`src/rtl/host_key_decoder.sv`:
```
`default_nettype none
// ============================================================================
//  Module      : host_key_decoder
//  Description : PS/2 set-2 scancode parser for the Tom movement controller.
//                Tracks F0 (break) and E0 (extended) prefixes with a timeout,
//                keeps per-key held flags, and produces registered
//                left/right/jump levels (last-pressed direction wins) plus a
//                one-cycle game_reset pulse on a fresh press of R.
//                Optional: define ARROW_KEYS_EN to map E0 6B / E0 74 / E0 75
//                (left / right / up arrows) onto the left/right/jump sources.
//  Revision    : 1.0 - initial release
// ============================================================================
module host_key_decoder #(
  parameter int PREFIX_TIMEOUT = 1_000_000,
  parameter int CNT_W          = 20
) (
  input  logic       clk,
  input  logic       rst,
  input  logic       rx_valid,
  input  logic [7:0] rx_data,
  output logic       left,
  output logic       right,
  output logic       jump,
  output logic       game_reset
);

  typedef enum logic [1:0] {
    S_IDLE      = 2'd0,
    S_BREAK     = 2'd1,
    S_EXT       = 2'd2,
    S_EXT_BREAK = 2'd3
  } state_t;

  localparam logic             DIR_LEFT     = 1'b0;
  localparam logic             DIR_RIGHT    = 1'b1;
  localparam logic [CNT_W-1:0] TIMEOUT_LAST = CNT_W'(PREFIX_TIMEOUT - 1);

  localparam logic [7:0] CODE_F0    = 8'hF0;
  localparam logic [7:0] CODE_E0    = 8'hE0;
  localparam logic [7:0] CODE_A     = 8'h1C;
  localparam logic [7:0] CODE_D     = 8'h23;
  localparam logic [7:0] CODE_W     = 8'h1D;
  localparam logic [7:0] CODE_SPACE = 8'h29;
  localparam logic [7:0] CODE_R     = 8'h2D;
`ifdef ARROW_KEYS_EN
  localparam logic [7:0] CODE_LARR  = 8'h6B;
  localparam logic [7:0] CODE_RARR  = 8'h74;
  localparam logic [7:0] CODE_UARR  = 8'h75;
`endif

  state_t           state_q, state_d;
  logic [CNT_W-1:0] cnt_q, cnt_d;
  logic             held_l_a_q, held_l_a_d;
  logic             held_r_d_q, held_r_d_d;
  logic             held_j_w_q, held_j_w_d;
  logic             held_j_sp_q, held_j_sp_d;
  logic             held_rst_q, held_rst_d;
`ifdef ARROW_KEYS_EN
  logic             held_l_arr_q, held_l_arr_d;
  logic             held_r_arr_q, held_r_arr_d;
  logic             held_j_up_q, held_j_up_d;
`endif
  logic             last_dir_q, last_dir_d;
  logic             left_q, left_d;
  logic             right_q, right_d;
  logic             jump_q, jump_d;
  logic             game_reset_q, game_reset_d;

  // Key event decode produced by the parser
  logic key_evt;     // a complete non-prefix byte arrived this cycle
  logic evt_ext;     // it was preceded by E0
  logic evt_brk;     // it was preceded by F0
  logic plain_evt;
  logic left_key;    // this event names a left-direction key
  logic right_key;   // this event names a right-direction key
  logic held_left_q, held_left_d;
  logic held_right_q, held_right_d;

  // Prefix parser and timeout counter next-state
  always_comb begin
    state_d = state_q;
    cnt_d   = cnt_q;
    key_evt = 1'b0;
    evt_ext = 1'b0;
    evt_brk = 1'b0;
    if (rx_valid) begin
      cnt_d = '0;
      if (rx_data == CODE_F0) begin
        state_d = (state_q == S_EXT) ? S_EXT_BREAK : S_BREAK;
      end else if (rx_data == CODE_E0) begin
        state_d = S_EXT;
      end else begin
        state_d = S_IDLE;
        key_evt = 1'b1;
        evt_ext = (state_q == S_EXT) || (state_q == S_EXT_BREAK);
        evt_brk = (state_q == S_BREAK) || (state_q == S_EXT_BREAK);
      end
    end else if (state_q != S_IDLE) begin
      // A stale prefix is dropped; held flags are left alone
      if (cnt_q == TIMEOUT_LAST) begin
        state_d = S_IDLE;
        cnt_d   = '0;
      end else begin
        cnt_d = cnt_q + 1'b1;
      end
    end
  end

  // Held-flag updates, direction arbitration and output next-values
  always_comb begin
    plain_evt   = key_evt & ~evt_ext;
    held_l_a_d  = held_l_a_q;
    held_r_d_d  = held_r_d_q;
    held_j_w_d  = held_j_w_q;
    held_j_sp_d = held_j_sp_q;
    held_rst_d  = held_rst_q;
    if (plain_evt) begin
      if (rx_data == CODE_A)     held_l_a_d  = ~evt_brk;
      if (rx_data == CODE_D)     held_r_d_d  = ~evt_brk;
      if (rx_data == CODE_W)     held_j_w_d  = ~evt_brk;
      if (rx_data == CODE_SPACE) held_j_sp_d = ~evt_brk;
      if (rx_data == CODE_R)     held_rst_d  = ~evt_brk;
    end
    left_key  = plain_evt && (rx_data == CODE_A);
    right_key = plain_evt && (rx_data == CODE_D);
`ifdef ARROW_KEYS_EN
    held_l_arr_d = held_l_arr_q;
    held_r_arr_d = held_r_arr_q;
    held_j_up_d  = held_j_up_q;
    if (key_evt && evt_ext) begin
      if (rx_data == CODE_LARR) held_l_arr_d = ~evt_brk;
      if (rx_data == CODE_RARR) held_r_arr_d = ~evt_brk;
      if (rx_data == CODE_UARR) held_j_up_d  = ~evt_brk;
    end
    left_key     = left_key  || (key_evt && evt_ext && (rx_data == CODE_LARR));
    right_key    = right_key || (key_evt && evt_ext && (rx_data == CODE_RARR));
    held_left_q  = held_l_a_q | held_l_arr_q;
    held_right_q = held_r_d_q | held_r_arr_q;
    held_left_d  = held_l_a_d | held_l_arr_d;
    held_right_d = held_r_d_d | held_r_arr_d;
    jump_d       = held_j_w_d | held_j_sp_d | held_j_up_d;
`else
    held_left_q  = held_l_a_q;
    held_right_q = held_r_d_q;
    held_left_d  = held_l_a_d;
    held_right_d = held_r_d_d;
    jump_d       = held_j_w_d | held_j_sp_d;
`endif
    // Only a fresh press of a direction claims priority; repeats do not
    last_dir_d = last_dir_q;
    if (left_key && !evt_brk && !held_left_q)   last_dir_d = DIR_LEFT;
    if (right_key && !evt_brk && !held_right_q) last_dir_d = DIR_RIGHT;
    left_d       = held_left_d  & (~held_right_d | (last_dir_d == DIR_LEFT));
    right_d      = held_right_d & (~held_left_d  | (last_dir_d == DIR_RIGHT));
    game_reset_d = plain_evt && !evt_brk && (rx_data == CODE_R) && !held_rst_q;
  end

  // State, flag and output registers
  always_ff @(posedge clk) begin
    if (rst) begin
      state_q      <= S_IDLE;
      cnt_q        <= '0;
      held_l_a_q   <= 1'b0;
      held_r_d_q   <= 1'b0;
      held_j_w_q   <= 1'b0;
      held_j_sp_q  <= 1'b0;
      held_rst_q   <= 1'b0;
`ifdef ARROW_KEYS_EN
      held_l_arr_q <= 1'b0;
      held_r_arr_q <= 1'b0;
      held_j_up_q  <= 1'b0;
`endif
      last_dir_q   <= DIR_RIGHT;
      left_q       <= 1'b0;
      right_q      <= 1'b0;
      jump_q       <= 1'b0;
      game_reset_q <= 1'b0;
    end else begin
      state_q      <= state_d;
      cnt_q        <= cnt_d;
      held_l_a_q   <= held_l_a_d;
      held_r_d_q   <= held_r_d_d;
      held_j_w_q   <= held_j_w_d;
      held_j_sp_q  <= held_j_sp_d;
      held_rst_q   <= held_rst_d;
`ifdef ARROW_KEYS_EN
      held_l_arr_q <= held_l_arr_d;
      held_r_arr_q <= held_r_arr_d;
      held_j_up_q  <= held_j_up_d;
`endif
      last_dir_q   <= last_dir_d;
      left_q       <= left_d;
      right_q      <= right_d;
      jump_q       <= jump_d;
      game_reset_q <= game_reset_d;
    end
  end

  assign left       = left_q;
  assign right      = right_q;
  assign jump       = jump_q;
  assign game_reset = game_reset_q;

endmodule
`default_nettype wire

```
`config.mk`:
```
export PLATFORM = sky130hd
export DESIGN_NAME = host_key_decoder
export DESIGN_NICKNAME = d
export VERILOG_FILES = /design/src/rtl/host_key_decoder.sv
export SDC_FILE = /design/constraint.sdc
export NUM_CORES = 1
export LEC_CHECK = 0
export BUFFER_PORTS_ARGS = -buffer_cell sky130_fd_sc_hd__buf_4
export CAP_MARGIN = 10
export CORE_MARGIN = 4
export CORE_UTILIZATION = 35
export CTS_CLUSTER_SIZE = 8
export DETAILED_ROUTE_END_ITERATION = 8
export PLACE_DENSITY = 0.48
export SETUP_SLACK_MARGIN = 0.15
export SLEW_MARGIN = 20
export SYNTH_ARGS = -nofsm -noshare
export SYNTH_HDL_FRONTEND = slang
export SYNTH_SLANG_ARGS = --single-unit
```
`constraint.sdc`:
```
create_clock -name clk -period 4.7 [get_ports clk]
set_input_delay 0.94 -clock clk [delete_from_list [all_inputs] [get_ports clk]]
set_output_delay 0.94 -clock clk [all_outputs]
set_load 0.02 [all_outputs]
```
=== After elaboration in Yosys (flattened, before gate mapping) ===
Cells that the tools add are included.

* Register bits after elaboration: 32
* Output and inout bits: 4
* Logic and storage cells: 82

* $add $sub $neg: 1
* Equal/unequal tests: 11
* Multiplexer cells: 26
* Bitwise logic cells: 11
* Reduce and logical (&&, ||, !) cells: 21

{| class="wikitable"
|+ Operators with widths
! kind !! count
|-
| == test 8 x 6 -> 1 bit, second input constant || 3
|-
| adder 20 x 1 -> 20 bit, second input constant || 1
|-
| == test 20 bit, second input constant || 1
|-
| two-way mux 20 bit || 1
|-
| two-way mux 1 bit || 19
|-
| == test 8 x 5 -> 1 bit, second input constant || 2
|-
| == test 8 bit, second input constant || 2
|-
| two-way mux 2 bit || 6
|-
| logical AND 1 bit || 9
|-
| nonzero test 2 bit || 3
|-
| NOT 1 bit || 5
|-
| == test 2 bit, second input constant || 2
|-
| zero test 1 bit || 4
|-
| AND reduction 2 bit || 2
|-
| bitwise AND 1 bit || 3
|-
| bitwise OR 1 bit || 3
|-
| == test 2 x 1 -> 1 bit, second input constant || 1
|-
| logical OR 1 bit || 2
|-
| OR reduction 2 bit || 1
|}

=== Longest topological paths before layout ===
Gate-level depths: netlist (run 1).

* Word-level depth: 15
* Depth in mapped cells: 5
* Gate-level depth less buffers: 5

=== Least setup slack after synthesis (run 1) ===
No wires, ideal clock.

* Path kind: in2reg
* From: in rx_valid
* To: reg right_q (netlist: right)
* Data arrival time: 2403 ps
* Data required time: 4578 ps
* Setup slack: 2175 ps
* Cell stages on the path: 5
* Cells stage by stage: clkbuf_2 > or4b_1 > nor4_1 > mux2i_1 > o311a_1

* Word-level cells in the longest chain between the ends: 10
* Elaborated cells between the ends (all ways): 22

{| class="wikitable"
|+ RTL lines
! what !! line !! RTL
|-
| start, declared || 19 || <nowiki>input logic rx_valid,</nowiki>
|-
| two-way mux 1 bit || 86 || <nowiki>if (rx_valid) begin</nowiki>
|-
| NOT 1 bit || 111 || <nowiki>plain_evt = key_evt & ~evt_ext;</nowiki>
|-
| bitwise AND 1 bit || 111 ||
|-
| logical AND 1 bit || 124 || <nowiki>left_key = plain_evt && (rx_data == CODE_A);</nowiki>
|-
| logical AND 1 bit (2 in series) || 151 || <nowiki>if (left_key && !evt_brk && !held_left_q) last_dir_d = DIR_LEFT;</nowiki>
|-
| two-way mux 1 bit || 151 ||
|-
| two-way mux 1 bit || 152 || <nowiki>if (right_key && !evt_brk && !held_right_q) last_dir_d = DIR_RIGHT;</nowiki>
|-
| bitwise OR 1 bit || 154 || <nowiki>right_d = held_right_d & (~held_left_d | (last_dir_d == DIR_RIGHT));</nowiki>
|-
| bitwise AND 1 bit (*) || 154 ||
|-
| end signal, assigned || 193 || <nowiki>right_q <= right_d;</nowiki>
|-
| end, declared || 65 || <nowiki>logic right_q, right_d;</nowiki>
|}

Every way passes the cells marked *; elsewhere a longest branch is shown, timed or not.
A chain may end at the register's enable or synchronous reset.

=== Worst setup path in the final report (run 1) ===
* From: in rx_data[7]
* To: reg right_q (netlist: right)

* Word-level cells in the longest chain between the ends: 13
* Elaborated cells between the ends (all ways): 32

{| class="wikitable"
|+ RTL lines
! what !! line !! RTL
|-
| start, declared || 20 || <nowiki>input logic [7:0] rx_data,</nowiki>
|-
| == test 8 bit || 90 || <nowiki>end else if (rx_data == CODE_E0) begin</nowiki>
|-
| two-way mux 1 bit || 90 ||
|-
| two-way mux 1 bit || 88 || <nowiki>if (rx_data == CODE_F0) begin</nowiki>
|-
| two-way mux 1 bit || 86 ||
|-
| NOT 1 bit || 111 ||
|-
| bitwise AND 1 bit || 111 ||
|-
| logical AND 1 bit || 124 ||
|-
| logical AND 1 bit (2 in series) || 151 ||
|-
| two-way mux 1 bit || 151 ||
|-
| two-way mux 1 bit || 152 ||
|-
| bitwise OR 1 bit || 154 ||
|-
| bitwise AND 1 bit (*) || 154 ||
|}

Marks and branches as above.

==> flow_metrics.tcl, run 1 <==
set metrics [dict create \
    synth.avg_cell_area_um2 8.608 \
    cp.arrival_ns 2.52 \
    synthCells 183 \
    rsz0062_at_grt "false" \
    holdPathStages 1 \
    dr_wl_met2_um 1600 \
    synthFlopType "dfxtp_1" \
    grt_overflow 0 \
    final_cell_mix "dfxtp_1 (32), nor2_1 (22), buf_4 (14)" \
    hold_class "register to register" \
    io_buffers 14 \
    layout_commonest_cell "dfxtp_1" \
    netlist_area_um2 1575 \
    synthTopCellsByArea "dfxtp_1 (41%), xnor2_1 (5.6%), nor2_1 (5.2%)" \
    ir_drop_uv 142.1 \
    die_w_um 75.09 \
    async_flop_share_pct 0 \
    wl_per_cell_um 13.26 \
    fin_nets 211 \
    viasPerCell 5.512 \
    final_max_slew_viol_count 0 \
    clockRootBuffer "clkbuf_8" \
    skew_ns 0.005368 \
    dp_hpwl_um 2376 \
    cts_setup_buffers 0 \
    grt_util_all_layers_pct 13.35 \
    chipHeight_um 75.09 \
    hold_buffers 0 \
    io_pins 15 \
    via_count 1389 \
    fin_crit_ns 2.350 \
    max_freq_mhz 425.5 \
    synth_edf_count 0 \
    diodes 0 \
    cts_tree "done" \
    synthToLayoutAreaGrowth_pct 14.77 \
    drt-initial-drc-count 57 \
    relSlewSlack_pct 52.00 \
    finalWeightedCongestion 0.9003 \
    met1_length_um 1526 \
    power_uw 509.8 \
    setup_viol 0 \
    met3_length_um 167 \
    crit_type "input port to register" \
    p_leak_uw 0.0005549 \
    fin_util_pct 41.52 \
    grt_pass1_wl_um 5796 \
    cts_made_buffers 5 \
    drive_above_1_share_pct 13.50 \
    required_ns 4.87 \
    top_layer_used "met4" \
    tightest_slew_ns 0.7200 \
    clock_latency_ns 0.28 \
    yosys_warnings 0 \
    fill_cells 446 \
    rr_worst_depth 4 \
    post-route-drc-count 0 \
    pwr_density_cell_nw_per_um2 282.0 \
    ys_ff_latch 32 \
    synth_seq_area_share_pct 40.67 \
    finalSetupTns_ns 0 \
    htreeDepth 2 \
    endpoint_kind "register" \
    antenna_found_initial 0 \
    cts_resized 0 \
    design.core.area_um2 4354 \
    antenna_left 0 \
    syn_nets 195 \
    clkSlewWorstSetupHoldPaths_ns 0.06 \
    cts_buffer_depth 2 \
    grt_pass1_vias 1350 \
    synth_cell_type_count 45 \
    clock_sinks 32 \
    synth_area_leader_cell "dfxtp_1" \
    start_util_pct 36.18 \
    maxCapViolations 0 \
    die_area_um2 5638 \
    startpoint_type "input port" \
    crit_fanout 5 \
    outcome "complete, no violations" \
    rows 24 \
    grt_max_degree 18 \
    synth_top_area_share_pct 40.67 \
    r2r_slack_ns 2.43 \
    wl_um 3341 \
    hold_viol_final 0 \
    post-route-period-util_pct 50.00 \
    firstDrtPassIters 4 \
]
-- logic make-up (layout without fill, tap and decap cells) --
family | count (synthesis) | in the layout | share of synthesized area, %
flip-flops | 32 | 32 | 40.67
XOR/XNOR | 12 | 12 | 6.672
multiplexers | 3 | 3 | 1.906
AO/OA/AOI/OAI | 35 | 35 | 15.65
adder cells (fa/ha/maj) | 1 | 1 | 0.7942
AND/OR/NAND/NOR | 87 | 87 | 30.66
buffers and inverters | 13 | 30 | 3.653
-- synthesized netlist by cell type (3+ instances only) --
library cell and instances:
clkbuf_1 3, inv_1 8, a21boi_0 3, or3_1 6, a21oi_1 8, nand2_1 12, or4_1 3, nor4_1 7
o21ai_0 10, nor2_1 22, nand4_1 8, nand3_1 6, dfxtp_1 32, mux2i_1 3, nor3_1 5, xnor2_1 10
-- final timing paths --
| kind | endpoint | start |
|---|---|---|
| setup / recovery | right | rx_data[7] |
| hold / removal | game_reset | held_rst_q |
| setup reg to reg | cnt_q[9] | cnt_q[10] |
| hold reg to reg | game_reset | held_rst_q |
-- where the power goes --
part	total, µW	switching [µW]	internal [µW]	leakage (µW)
clock network	215	95.6	119	0.0000455
registers	272	0.146	271	0.000258
logic	23.3	13.2	10.1	0.000252
total	510	109	401	0.000555
-- sequential cells by signal, indices dropped and copies added, names as in the netlist --
signal       flops
cnt_q           20
game_reset       1
held_j_sp_q      1
held_j_w_q       1
held_l_a_q       1
held_r_d_q       1
held_rst_q       1
jump             1
last_dir_q       1
left             1
right            1
state_q          2
-- per-stage QoR --
step                      instance area (µm²)  hold WS (ns)  worst slack (ns)  cells
after floorplan                          1575        0.4025             2.175    183
after global placement                   1718        0.4134             2.045    244
after detailed placement                 1718        0.4336             2.048    244
after CTS                                1808        0.4432             2.348    252
after global routing                     1808        0.4580             2.217    252
final                                    1808        0.4373             2.350    252
-- layout make-up --
class	count	area, µm²	area share [%]
well taps	52	65.06	3.599
repair buffers	14	105.1	5.813
multi-input cells	138	877.1	48.51
clock buffers	8	90.09	4.983
flip-flops and latches	32	640.6	35.43
inverters	8	30.03	1.661
-- metal layers --
metal  vias to the layer above  GRT usage (%)
met1                       655          15.55
met5                         -              0
met4                         0          7.708
met3                         6          3.605
met2                        24          21.95
li1                        704              -
-- critical path: stages --
cell,delay [ns]
buf_4,0.12
or4b_1,0.60
nor4_1,0.35
mux2i_1,0.17
o311a_1,0.35
Note: power is estimated with default switching activity, not from simulation.
==> run 2, diff against run 1 <==
- PLACE_DENSITY: 0.48 -> 0.5
- clock period: 4.7 -> 2.05 ns (I/O delays scaled with it)
==> run 2 against run 1 <==
Net effect:
- die area did not move
- critical path type is now register to register
- largest cell class unchanged
- global-route usage up 1.1 points
- sequential power up 130%
==> flow_metrics.tcl, run 2 (synthesis gave the netlist of run 1 again) <==
set metrics [dict create \
    outcome "complete, no violations" \
    clock_latency_ns 0.28 \
    rsz0062_at_grt "true" \
    antenna_left 0 \
    power_uw 1190 \
    die_w_um 75.09 \
    io_pins 15 \
    grt_max_degree 18 \
    design.core.area_um2 4354 \
    whs_ns 0.3825 \
    antenna_found_initial 0 \
    required_ns 2.22 \
    grt_overflow 0 \
    clock_sinks 32 \
    largest_reg_flops 20 \
    multi_input_area_um2 928.4 \
    layout_commonest_cell "dfxtp_1" \
    cts_tree "done" \
    setup_ws_ns 0.06155 \
    via_count 1416 \
    largest-register "cnt_q" \
    setup_viol 0 \
    clkSlewWorstSetupHoldPaths_ns 0.07 \
    hold_buffers 0 \
    skew_ns 0.002904 \
    final_max_slew_viol_count 0 \
    chipHeight_um 75.09 \
    startpoint_type "register" \
    rows 24 \
    dpl_cell_area_um2 1828 \
    pwr_density_cell_nw_per_um2 605.8 \
    wl_um 3733 \
    wl_per_cell_um 14.14 \
    grt_pass1_vias 1336 \
    final_cell_mix "dfxtp_1 (30), buf_4 (25), nor2_1 (22)" \
    endpoint_kind "register" \
    die_area_um2 5638 \
    dp_hpwl_um 2698 \
    cts_made_buffers 5 \
    grt_util_all_layers_pct 14.42 \
    dpl.cell_count 256 \
    post-route-drc-count 0 \
    clockRootBuffer "clkbuf_8" \
    htreeDepth 2 \
    tightest_slew_ns 0.4282 \
    fin_nets 223 \
    fin_area_um2 1964 \
    maxCapViolations 0 \
    fill_cells 424 \
    cp.arrival_ns 2.16 \
    top_regs "cnt_q (20), state_q (2)" \
    io_buffers 14 \
    drive_above_1_share_pct 22.17 \
    synthToLayoutAreaGrowth_pct 24.70 \
    start_util_pct 36.18 \
    grt_pass1_wl_um 6154 \
    finalWeightedCongestion 0.9553 \
    drt-initial-drc-count 82 \
    crit_fanout 17 \
    cts_setup_buffers 0 \
    viasPerCell 5.364 \
    crit_type "register to register" \
    pre_cts_slack_ns -0.05422 \
    p_leak_uw 0.0006635 \
    cts_buffer_depth 2 \
    diodes 0 \
    post-route-period-util_pct 97.00 \
    fin_crit_ns 1.988 \
    seq_area_um2 643.1 \
    firstDrtPassIters 4 \
    fin_cells 264 \
    hold_viol_final 0 \
    hold_class "input port to register" \
    relSlewSlack_pct 71.35 \
    max_freq_mhz 502.9 \
    ir_drop_uv 274.2 \
]
## run 2: cell count changes in the layout (fill, tap and decap cells not counted), moves of 2 or more
cell	previous run	this run
buf_4	14	25
dfxtp_1	32	30
dfxtp_2	0	2
nor4_1	7	5
or4b_1	2	0
or4b_4	0	2
## run 2: routing by layer
metal | wire length [µm] | global-route usage, % | vias to the layer above | share of wire (%)
li1 | - | - | 721 | -
met5 | 0 | 0 | - | 0
met4 | 69 | 5.929 | 0 | 1.8
met1 | 1691 | 17.40 | 660 | 45
met3 | 173 | 4.806 | 8 | 4.6
met2 | 1798 | 23.50 | 27 | 48
## run 2: repair_timing
action / 4_1_cts / 5_1_grt
resized for setup: 3 / 5
pin swaps: 0 / 2
setup endpoints to repair: 20 / 21
## run 2: area by class of cell
class | instances | area share, %
multi-input cells | 138 | 47.26
flip-flops and latches | 32 | 32.74
repair buffers | 26 | 10.57
clock buffers | 8 | 4.586
well taps | 52 | 3.312
inverters | 8 | 1.529
## run 2: path summary, 6_finish.rpt
| check | start | endpoint | slack, ns | cells after the start |
|---|---|---|---|---|
| worst min register to register | held_rst_q | game_reset | 0.43 | 1 |
| worst min-delay path | rst | held_rst_q | 0.38 | 2 |
| worst max register to register | cnt_q[8] | cnt_q[9] | 0.06 | 5 |
| worst max-delay path | cnt_q[8] | cnt_q[9] | 0.06 | 5 |
## run 2: worst max-delay path, stage by stage (launching register included)
cell,delay (ns)
dfxtp_2,0.33
or4b_4,0.52
or4_4,0.55
o31ai_4,0.23
buf_12,0.18
nor2_1,0.06
## run 2: stage by stage
stage,TNS (ns),utilization [%]
after floorplan,0,-
after detailed placement,-0.1264,41.98
final,0,45.11
after global placement,0,41.98
after CTS,0,44.48
after global routing,0,45.11
## run 2: power by group
part           leakage (µW)  internal (µW)  total (µW)  switching (µW)
Clock             0.0000455            274         501             227
Combinational      0.000359           30.2        66.9            36.7
Sequential         0.000259            622         622           0.317
Total              0.000663            926        1190             264
